## src/rtl/seven_seg_scanner.sv

```systemverilog
// seven_seg_scanner: time-multiplexed driver for a common-anode multi-digit
// seven-segment display. Each digit slot opens with an all-off guard interval
// to suppress ghosting; new values wait in a shadow register and are applied
// only at frame wrap so a displayed frame never tears.
module seven_seg_scanner #(
  parameter int NUM_DIGITS  = 4,
  parameter int REFRESH_DIV = 100000,
  parameter int GUARD_CYC   = 1000
) (
  input  logic                    clk,
  input  logic                    rst,
  input  logic                    load,
  input  logic [4*NUM_DIGITS-1:0] digits_in,
  input  logic [NUM_DIGITS-1:0]   dp_in,
  input  logic [NUM_DIGITS-1:0]   blank_in,
  output logic [6:0]              seg,
  output logic                    dp,
  output logic [NUM_DIGITS-1:0]   an,
  output logic                    frame_done,
  output logic                    update_pending
);

  localparam int CNT_W = $clog2(REFRESH_DIV);
  localparam int IDX_W = $clog2(NUM_DIGITS);

  localparam logic [CNT_W-1:0] CNT_LAST  = CNT_W'(REFRESH_DIV - 1);
  localparam logic [CNT_W-1:0] GUARD_END = CNT_W'(GUARD_CYC);
  localparam logic [IDX_W-1:0] IDX_LAST  = IDX_W'(NUM_DIGITS - 1);

  typedef enum logic {
    S_GUARD  = 1'b0,
    S_ACTIVE = 1'b1
  } state_t;

  state_t                  state_q, state_d;
  logic [CNT_W-1:0]        cnt_q, cnt_d;
  logic [IDX_W-1:0]        idx_q, idx_d;

  logic [4*NUM_DIGITS-1:0] disp_dig_q, disp_dig_d;
  logic [NUM_DIGITS-1:0]   disp_dp_q, disp_dp_d;
  logic [NUM_DIGITS-1:0]   disp_blank_q, disp_blank_d;

  logic [4*NUM_DIGITS-1:0] sh_dig_q, sh_dig_d;
  logic [NUM_DIGITS-1:0]   sh_dp_q, sh_dp_d;
  logic [NUM_DIGITS-1:0]   sh_blank_q, sh_blank_d;
  logic                    pend_q, pend_d;

  logic                    fdone_q, fdone_d;
  logic [NUM_DIGITS-1:0]   an_q, an_d;
  logic [6:0]              seg_q, seg_d;
  logic                    dp_q, dp_d;

  logic                    slot_end;
  logic                    wrap;
  logic [3:0]              nib;
  logic                    dp_bit;
  logic                    blank_bit;

  function automatic logic [6:0] decode(input logic [3:0] n);
    logic [6:0] s;
    case (n)
      4'h0: s = 7'b1000000;
      4'h1: s = 7'b1111001;
      4'h2: s = 7'b0100100;
      4'h3: s = 7'b0110000;
      4'h4: s = 7'b0011001;
      4'h5: s = 7'b0010010;
      4'h6: s = 7'b0000010;
      4'h7: s = 7'b1111000;
      4'h8: s = 7'b0000000;
      4'h9: s = 7'b0010000;
      4'hA: s = 7'b0001000;
      4'hB: s = 7'b0000011;
      4'hC: s = 7'b1000110;
      4'hD: s = 7'b0100001;
      4'hE: s = 7'b0000110;
      default: s = 7'b0001110;
    endcase
    return s;
  endfunction

  // Slot counter, digit index, shadow capture and frame-boundary transfer.
  always_comb begin
    slot_end     = (cnt_q == CNT_LAST);
    wrap         = slot_end && (idx_q == IDX_LAST);
    cnt_d        = slot_end ? '0 : cnt_q + CNT_W'(1);
    idx_d        = idx_q;
    if (slot_end) begin
      idx_d = (idx_q == IDX_LAST) ? '0 : idx_q + IDX_W'(1);
    end

    disp_dig_d   = disp_dig_q;
    disp_dp_d    = disp_dp_q;
    disp_blank_d = disp_blank_q;
    sh_dig_d     = sh_dig_q;
    sh_dp_d      = sh_dp_q;
    sh_blank_d   = sh_blank_q;
    pend_d       = pend_q;
    fdone_d      = wrap;

    // Display takes the old shadow first; a load on the same edge then
    // refills the shadow and keeps the pending flag set.
    if (wrap && pend_q) begin
      disp_dig_d   = sh_dig_q;
      disp_dp_d    = sh_dp_q;
      disp_blank_d = sh_blank_q;
      pend_d       = 1'b0;
    end
    if (load) begin
      sh_dig_d   = digits_in;
      sh_dp_d    = dp_in;
      sh_blank_d = blank_in;
      pend_d     = 1'b1;
    end
  end

  // Guard/active FSM next state, tracking the counter value about to be held.
  always_comb begin
    state_d = state_q;
    case (state_q)
      S_GUARD:  if (cnt_d == GUARD_END) state_d = S_ACTIVE;
      S_ACTIVE: if (slot_end)           state_d = S_GUARD;
      default:                          state_d = S_GUARD;
    endcase
  end

  // Output decode from next-state values so registered outputs line up with
  // the cnt/idx held in the same cycle.
  always_comb begin
    an_d      = '1;
    seg_d     = 7'h7F;
    dp_d      = 1'b1;
    nib       = '0;
    dp_bit    = 1'b0;
    blank_bit = 1'b0;
    for (int unsigned k = 0; k < NUM_DIGITS; k++) begin
      if (idx_d == IDX_W'(k)) begin
        nib       = disp_dig_d[4*k +: 4];
        dp_bit    = disp_dp_d[k];
        blank_bit = disp_blank_d[k];
      end
    end
    if (state_d == S_ACTIVE) begin
      for (int unsigned k = 0; k < NUM_DIGITS; k++) begin
        if (idx_d == IDX_W'(k)) an_d[k] = 1'b0;
      end
      if (!blank_bit) begin
        seg_d = decode(nib);
        dp_d  = ~dp_bit;
      end
    end
  end

  // State and output registers with synchronous active-low reset.
  always_ff @(posedge clk) begin
    if (!rst) begin
      state_q      <= S_GUARD;
      cnt_q        <= '0;
      idx_q        <= '0;
      disp_dig_q   <= '0;
      disp_dp_q    <= '0;
      disp_blank_q <= '0;
      sh_dig_q     <= '0;
      sh_dp_q      <= '0;
      sh_blank_q   <= '0;
      pend_q       <= 1'b0;
      fdone_q      <= 1'b0;
      an_q         <= '1;
      seg_q        <= 7'h7F;
      dp_q         <= 1'b1;
    end else begin
      state_q      <= state_d;
      cnt_q        <= cnt_d;
      idx_q        <= idx_d;
      disp_dig_q   <= disp_dig_d;
      disp_dp_q    <= disp_dp_d;
      disp_blank_q <= disp_blank_d;
      sh_dig_q     <= sh_dig_d;
      sh_dp_q      <= sh_dp_d;
      sh_blank_q   <= sh_blank_d;
      pend_q       <= pend_d;
      fdone_q      <= fdone_d;
      an_q         <= an_d;
      seg_q        <= seg_d;
      dp_q         <= dp_d;
    end
  end

  assign seg            = seg_q;
  assign dp             = dp_q;
  assign an             = an_q;
  assign frame_done     = fdone_q;
  assign update_pending = pend_q;

endmodule

```

## config.mk

```make
export PLATFORM = sky130hd
export DESIGN_NAME = seven_seg_scanner
export DESIGN_NICKNAME = d
export VERILOG_FILES = /design/src/rtl/seven_seg_scanner.sv
export SDC_FILE = /design/constraint.sdc
export NUM_CORES = 1
export LEC_CHECK = 0
export CAP_MARGIN = 5
export CORE_ASPECT_RATIO = 2
export CORE_MARGIN = 10
export CORE_UTILIZATION = 40
export DETAILED_ROUTE_END_ITERATION = 7
export GPL_ROUTABILITY_DRIVEN = 0
export GPL_TIMING_DRIVEN = 0
export PLACE_DENSITY_LB_ADDON = 0.05
export SYNTH_ARGS = -nofsm -noshare
export SYNTH_HDL_FRONTEND = slang
export SYNTH_SLANG_ARGS = --single-unit
```

## constraint.sdc

```tcl
create_clock -name clk -period 3.2 [get_ports clk]
set_input_delay 0.64 -clock clk [delete_from_list [all_inputs] [get_ports clk]]
set_output_delay 0.64 -clock clk [all_outputs]
set_load 0.02 [all_outputs]
```

==> metrics.md, run 1 <==
| Metric | Value |
|---|---|
| Via-per-instance ratio | 5.21 |
| Initial antenna violation count | 0 |
| Dpl hpwl | 6900 um |
| Die area | 14100 sq um |
| Min-Delay Startpoint | disp_dig_q[9]$_SDFF_PN0_ |
| Clk Latency, worst-skew pair | 0.34 ns |
| Post-synthesis register bit count | 82 |
| Leak Pwr | 1.91 nW |
| DRC Markers | 0 |
| Iteration-0 DRC count of the detailed router | 62 |
| Hold Vio Cnt, Final | 0 |
| Final slew viol count | 0 |
| Wire length per cell | 16.1 um |
| Mean Syn Cell Area | 9.48 sq um |
| Result of the run | finished, final reports clean |
| CP Max Fanout | 6 |
| Worst Hold End | disp_dig_q[9]$_SDFF_PN0_ |
| Post-DRT Antenna Nets | 0 |
| Total power | 2.24 mW |
| TritonCTS Buffers | 9 |
| Number of inserted diodes | 0 |
| Final WS setup | 0.00678 ns |
| Worst setup SP type | flop |
| Vias in the first global route | 3089 |
| Syn Inst Count | 403 |
| Hold depth | 2 |
| CTS tree | built |
| Min Tclk post-route | 3.19 ns |
| Final wirelength | 9240 um |
| Clock Tree Root | clkbuf_16 |
| # IOs | 41 |
| Max Cap Violations | 0 |
| RSZ-0062 raised after global routing | yes |
| GR Overflow Total | 0 |
| Critical Path RT | 3.42 ns |
| Hold/Removal Path Class | flop to flop |
| Arrival time worst endpoint | 3.41 ns |
| # rows | 50 |
| Fill count | 869 |
| Core Region | 9320 sq um |
| Async SR Flop Fraction | 0 |
| TritonRoute pass-1 iters | 4 |
| CTS Sinks | 82 |
| Clk buf depth | 2 |
| Sequential area share after synthesis | 0.430 |
| Syn nets | 438 |
| Relative slew slack | 0.448 |
| Crit. End Element | flop |
| Chip width | 89.1 um |
| Initial Util | 0.410 |
| Layout cells sized above 1 | 0.146 |
| RR Endpoint | seg[3]$_SDFF_PP1_ |
| Unique masters post-synth | 56 |
| Setup CP Type | flop to flop |
| Clock slew at reported path FFs | 0.07 ns |
| Power density cells | 458 nW/um^2 |
| Via Count | 2996 |
| Clock skew | 0.00904 ns |
| Pin count of the biggest net entering global routing | 20 |
| Worst reg2reg path depth | 11 |
| EDFF count, synth | 0 |
| Area occupied by multi-input gates | 2160 sq um |
| Peak supply drop | 301 uV |
| Yosys top cell area share | 0.430 |
| R2r setup slk | 0.007 ns |
| Max Clk Rate | 0.313 GHz |
| First-pass GRT wire length | 15100 um |
| Top-count cell post-synth | dfxtp_1 |
| Final setup viols | 0 |
| Dominant cells by area after synthesis | dfxtp_1 43%, mux2i_1 12%, nor2b_1 6.9% |
| Storage element area | 1650 sq um |
| FF-to-FF Start | cnt_q[13]$_SDFF_PN0_ |
| Height of the die | 158 um |
| Dominant cell type by area after synthesis | dfxtp_1 |
| Top_reg_cell synth | dfxtp_1 |
| Htree depth | 3 |
| PortBufs | 38 |
| Final nets | 501 |
| Least-Margin Pin Slew | 0.828 ns |
| Synthesized area | 3820 sq um |
| Post-place setup slack | -0.856 ns |
| Synth warn | 0 |
| Hold-fix buffers, CTS | 0 |
| Period utilization | 0.998 |
| GRT Overall Usage | 0.140 |
| Synth cell count leaders | 82 x dfxtp_1, 46 x mux2i_1, 43 x nand2_1 |
| Area grow syn2layout | 27.9% |
-- kinds of logic after synthesis --
family                     count (synthesis)  share of synthesized area
AOI/OAI and AO/OA                         56                      0.107
xor gates and xnor gates                  13                     0.0298
adders and majority gates                  8                     0.0262
buffers and inverters                     30                     0.0334
DFF                                       82                      0.430
muxes                                     51                      0.136
and+or+nand+nor                          163                      0.238
-- flip-flops by register name, summed over array words and instances, names as in the netlist --
register	count
sh_blank_q	4
seg	7
update_pending	1
frame_done	1
idx_q	2
an	4
sh_dig_q	16
disp_dig_q	16
disp_dp_q	4
state_q	1
dp	1
cnt_q	17
disp_blank_q	4
sh_dp_q	4
-- how the worst max path moves through the flow --
stage                     cells past startpoint                 to                 start
after floorplan                              10  seg[3]$_SDFF_PP1_  cnt_q[11]$_SDFF_PN0_
after global placement                       11  seg[3]$_SDFF_PP1_   cnt_q[0]$_SDFF_PN0_
after detailed placement                     11  seg[3]$_SDFF_PP1_   cnt_q[0]$_SDFF_PN0_
after CTS                                    11  seg[3]$_SDFF_PP1_  cnt_q[13]$_SDFF_PN0_
after global routing                         11  seg[3]$_SDFF_PP1_  cnt_q[13]$_SDFF_PN0_
final                                        11  seg[3]$_SDFF_PP1_  cnt_q[13]$_SDFF_PN0_
-- critical path: stages, from the launching register on --
cell,delay (ns)
dfxtp_2,0.36
or4b_4,0.57
nor4_4,0.23
buf_4,0.18
mux2i_4,0.33
mux2i_1,0.27
a21oi_2,0.09
mux2i_4,0.21
inv_2,0.09
ha_2,0.21
o211a_1,0.21
or3_1,0.31
-- placed cells by master, fill, tap and decap left out, types with 5 or more instances in the layout --
| cell type | instances |
|---|---|
| mux2i_1 | 44 |
| dfxtp_1 | 78 |
| xnor2_1 | 9 |
| a21boi_1 | 11 |
| inv_1 | 6 |
| nor3_1 | 6 |
| nor2_1 | 19 |
| nand2b_1 | 6 |
| and3_1 | 7 |
| and2_1 | 5 |
| o21ai_0 | 7 |
| ha_1 | 5 |
| clkbuf_1 | 16 |
| nand2_1 | 42 |
| clkbuf_16 | 9 |
| a21oi_1 | 9 |
| clkdlybuf4s50_1 | 38 |
| nor2b_1 | 42 |
| nand3_1 | 11 |
| buf_4 | 16 |
-- power breakdown --
part	leakage [nW]	internal (mW)	switching (mW)	total (mW)
logic	1.09	0.0652	0.0459	0.111
registers	0.668	1.04	0.0161	1.06
clock network	0.153	0.619	0.448	1.07
-- per-layer routing --
layer	global-route usage	wire, um
met5	0	0
met4	0.0671	131
met3	0.0262	275
met2	0.256	5180
met1	0.146	3650
-- repair_timing --
action / in CTS / in global routing
resized for setup: 16 / 4
pin swaps: 6 / 1
endpoints found under the hold margin: 0 / 0
setup buffers: 14 / 1
setup endpoints to repair: 8 / 7
gates cloned: 0 / 0
-- final cells by class --
| class | instances | share of cell area |
|---|---|---|
| Tap cell | 104 | 0.0266 |
| Sequential cell | 82 | 0.337 |
| Buffer | 21 | 0.0215 |
| Inverter | 8 | 0.00615 |
| Multi-Input combinational cell | 291 | 0.442 |
| Timing Repair Buffer | 53 | 0.103 |
| Clock buffer | 9 | 0.0461 |
| Clock inverter | 7 | 0.0174 |
-- metrics by stage --
| step | hold WS [ns] | TNS [ns] | util | std cells | cell area, sq um |
|---|---|---|---|---|---|
| after floorplan | 0.430 | -0.124 | - | 403 | 3850 |
| after global placement | 0.439 | -4.84 | 0.468 | 545 | 4360 |
| after detailed placement | 0.445 | -5.02 | 0.468 | 545 | 4360 |
| after CTS | 0.446 | 0 | 0.521 | 574 | 4850 |
| after global routing | 0.474 | -0.381 | 0.524 | 575 | 4890 |
| final | 0.452 | 0 | 0.524 | 575 | 4890 |
Power figures use the tool's default switching activity.
==> run 2, diff against run 1 <==
--- a/config.mk
+++ b/config.mk
@@ -12,6 +12,7 @@
 export DETAILED_ROUTE_END_ITERATION = 7
 export GPL_ROUTABILITY_DRIVEN = 0
 export GPL_TIMING_DRIVEN = 0
+export HOLD_SLACK_MARGIN = 0.02
 export PLACE_DENSITY_LB_ADDON = 0.05
 export SYNTH_ARGS = -nofsm -noshare
 export SYNTH_HDL_FRONTEND = slang
==> results of run 2 <==
Same layout as run 1: the final DEF is identical, and so are final timing and power.
==> run 3, diff against run 2 <==
--- a/config.mk
+++ b/config.mk
@@ -6,10 +6,11 @@
 export NUM_CORES = 1
 export LEC_CHECK = 0
 export CAP_MARGIN = 5
-export CORE_ASPECT_RATIO = 2
+export CORE_ASPECT_RATIO = 0.7
 export CORE_MARGIN = 10
 export CORE_UTILIZATION = 40
 export DETAILED_ROUTE_END_ITERATION = 7
+export DONT_BUFFER_PORTS = 1
 export GPL_ROUTABILITY_DRIVEN = 0
 export GPL_TIMING_DRIVEN = 0
 export HOLD_SLACK_MARGIN = 0.02
==> constraint.sdc (replaced) <==
create_clock -name clk -period 2.9 [get_ports clk]
set_input_delay 0.58 -clock clk [delete_from_list [all_inputs] [get_ports clk]]
set_output_delay 0.58 -clock clk [all_outputs]
set_load 0.02 [all_outputs]
==> metrics.md, run 3 (synthesis gave the netlist of run 1 again) <==
| Metric | Value |
|---|---|
| Post-DRT Antenna Nets | 0 (unchanged) |
| Ordered cell list for the critical path | or4b_4, nor4_4, buf_4, mux2i_4, mux2i_2, a21oi_4, mux2i_4, inv_4, ha_4, o211a_1, or3_1 (was or4b_4, nor4_4, buf_4, mux2i_4, mux2i_1, a21oi_2, mux2i_4, inv_2, ha_2, o211a_1, or3_1) |
| Crit. Startpoint | cnt_q[11]$_SDFF_PN0_ (was cnt_q[13]$_SDFF_PN0_) |
| Initial Util | 0.416 (was 0.410) |
| Least-Margin Pin Slew | 0.821 ns (was 0.828 ns) |
| Most used cell, CP | mux2i_4 (unchanged) |
| CP Max Fanout | 4 (was 6) |
| Iteration-0 DRC count of the detailed router | 174 (was 62) |
| Most frequent cells in the layout | 74 x dfxtp_1, 42 x nand2_1, 42 x nor2b_1 (was 78 x dfxtp_1, 44 x mux2i_1, 42 x nand2_1, 42 x nor2b_1, 38 x clkdlybuf4s50_1) |
| Area occupied by multi-input gates | 2300 sq um (was 2160 sq um) |
| Vias in the first global route | 2903 (was 3089) |
| RSZ-0062 raised after global routing | yes (unchanged) |
| Post-route cell area | 4910 sq um (was 4890 sq um) |
| Wire length per cell | 17.6 um (was 16.1 um) |
| Final wirelength | 10100 um (was 9240 um) |
| Fill count | 832 (was 869) |
| # rows | 29 (was 50) |
| CP peak stage delay | 0.58 ns (was 0.57 ns) |
| Failing checks | setup timing |
| Hold-fix buffers, CTS | 0 (unchanged) |
| Clk buf depth | 2 (unchanged) |
| CTS Sinks | 82 (unchanged) |
| Final nets | 482 (was 501) |
| Via-per-instance ratio | 5.21 (about the same) |
| PortBufs | 0 (was 38) |
| Setup TNS Final | -1.49 ns (was 0 ns) |
| Fin util | 0.535 (was 0.524) |
| Arrival time worst endpoint | 3.41 ns (about the same) |
| Final setup viols | 7 (was 0) |
| Clk Latency, worst-skew pair | 0.34 ns (about the same) |
| Htree depth | 3 (unchanged) |
| Relative slew slack | 0.453 (was 0.448) |
| Setup CP Type | flop to flop (unchanged) |
| First-pass GRT wire length | 16000 um (was 15100 um) |
| # IOs | 41 (unchanged) |
| Leak Pwr | 1.91 nW (about the same) |
| Max Clk Rate | 0.314 GHz (was 0.313 GHz) |
| Layout cells sized above 1 | 0.239 (was 0.146) |
| Clock skew | 0.00627 ns (was 0.00904 ns) |
| Storage element area | 1660 sq um (was 1650 sq um) |
| Min-Delay Startpoint | digits_in[11] (was disp_dig_q[9]$_SDFF_PN0_) |
| Via Count | 3003 (was 2996) |
| Chip width | 137 um (was 89.1 um) |
| Worst setup SP type | flop (unchanged) |
| Final slew viol count | 0 (unchanged) |
| Post-place setup slack | -0.951 ns (was -0.856 ns) |
| Hold Vio Cnt, Final | 0 (unchanged) |
| Height of the die | 102 um (was 158 um) |
| Pin count of the biggest net entering global routing | 14 (was 20) |
| Hold/Removal Path Class | input port to flop (was flop to flop) |
| Final WS setup | -0.288 ns (was 0.00678 ns) |
| TritonRoute pass-1 iters | 5 (was 4) |
| Clock Tree Root | clkbuf_16 (unchanged) |
| Dpl hpwl | 6770 um (was 6900 um) |
| Min Tclk post-route | 3.19 ns (about the same) |
| Peak supply drop | 315 uV (was 301 uV) |
| TritonCTS Buffers | 9 (unchanged) |
| DRC Markers | 0 (unchanged) |
| Core Region | 9180 sq um (was 9320 sq um) |
| Max reg flops | 17 (unchanged) |
| Initial antenna violation count | 0 (unchanged) |
| Critical Path RT | 3.12 ns (was 3.42 ns) |
| GRT Overall Usage | 0.150 (was 0.140) |
| Die area | 13900 sq um (was 14100 sq um) |
| Largest register by flop count | cnt_q (unchanged) |
| Period utilization | 1.10 (was 0.998) |
| Crit. End Element | flop (unchanged) |
| FF-to-FF Start | cnt_q[11]$_SDFF_PN0_ (was cnt_q[13]$_SDFF_PN0_) |
| Area grow syn2layout | 28.6% (was 27.9%) |
| Largest registers | cnt_q: 17 flops, disp_dig_q: 16 flops, sh_dig_q: 16 flops (unchanged) |
| Number of inserted diodes | 0 (unchanged) |
| CTS tree | built (unchanged) |
| Placed Area | 4010 sq um (was 4360 sq um) |
| Clock slew at reported path FFs | 0.06 ns (was 0.07 ns) |
| Commonest non-fill, non-tap cell in the layout | dfxtp_1 (unchanged) |
| Max Cap Violations | 0 (unchanged) |
| GR Overflow Total | 0 (unchanged) |
| Result of the run | finished, violations left (was finished, final reports clean) |
| Power density cells | 522 nW/um^2 (was 458 nW/um^2) |
| Slowest cell on the critical path | or4b_4 (unchanged) |
## run 3: timing repair
item	CTS	global route
cloned	0	1
pin swaps	14	7
hold endpoints to repair	0	0
resized for setup	39	24
setup endpoints to repair	22	9
buffers inserted	21	13
## run 3: final timing paths
check	to	depth (start not counted)	slack, ns
worst max-delay path	seg[3]$_SDFF_PP1_	11	-0.29
worst min-delay path	sh_dig_q[11]$_SDFFE_PN0P_	2	0.41
worst max register to register	seg[3]$_SDFF_PP1_	11	-0.29
worst min register to register	disp_blank_q[1]$_SDFF_PN0_	2	0.45
## run 3: worst max-delay path: cells and delay by family (launching register included)
kind                       cells  cell delay (ns)
and+or+nand+nor                3             1.03
muxes                          3             0.93
DFF                            1             0.35
AOI/OAI and AO/OA              2             0.30
buffers and inverters          2             0.28
adders and majority gates      1             0.18
## run 3: stage by stage
stage          total power, mW  hold slack [ns]  instances
2_1_floorplan             1.26            0.430        403
3_3_place_gp              1.28            0.439        527
3_5_place_dp              1.28            0.449        527
4_1_cts                   2.60            0.404        564
5_1_grt                   2.65            0.404        576
6_report                  2.56            0.414        576
## run 3: layout make-up
cell class | count | share of cell area
multi-input combinational | 291 | 0.468
sequential | 82 | 0.338
timing repair buffer | 35 | 0.0609
clock buffer | 13 | 0.0571
tap | 124 | 0.0316
buffer | 20 | 0.0234
clock inverter | 3 | 0.0140
inverter | 8 | 0.00662
## run 3: where the power goes
part	total, mW	switching (mW)	internal (mW)
Combinational	0.0908	0.0477	0.0431
Clock	1.30	0.452	0.850
Sequential	1.17	0.0206	1.15
Total	2.56	0.520	2.04
## run 3: layer usage
metal  track usage  up-vias  share of wire
met2         0.210       69           0.42
met3        0.0519       17          0.066
li1              -     1486              -
met4        0.0541        0          0.017
met5             0        -              0
met1         0.207     1431           0.49
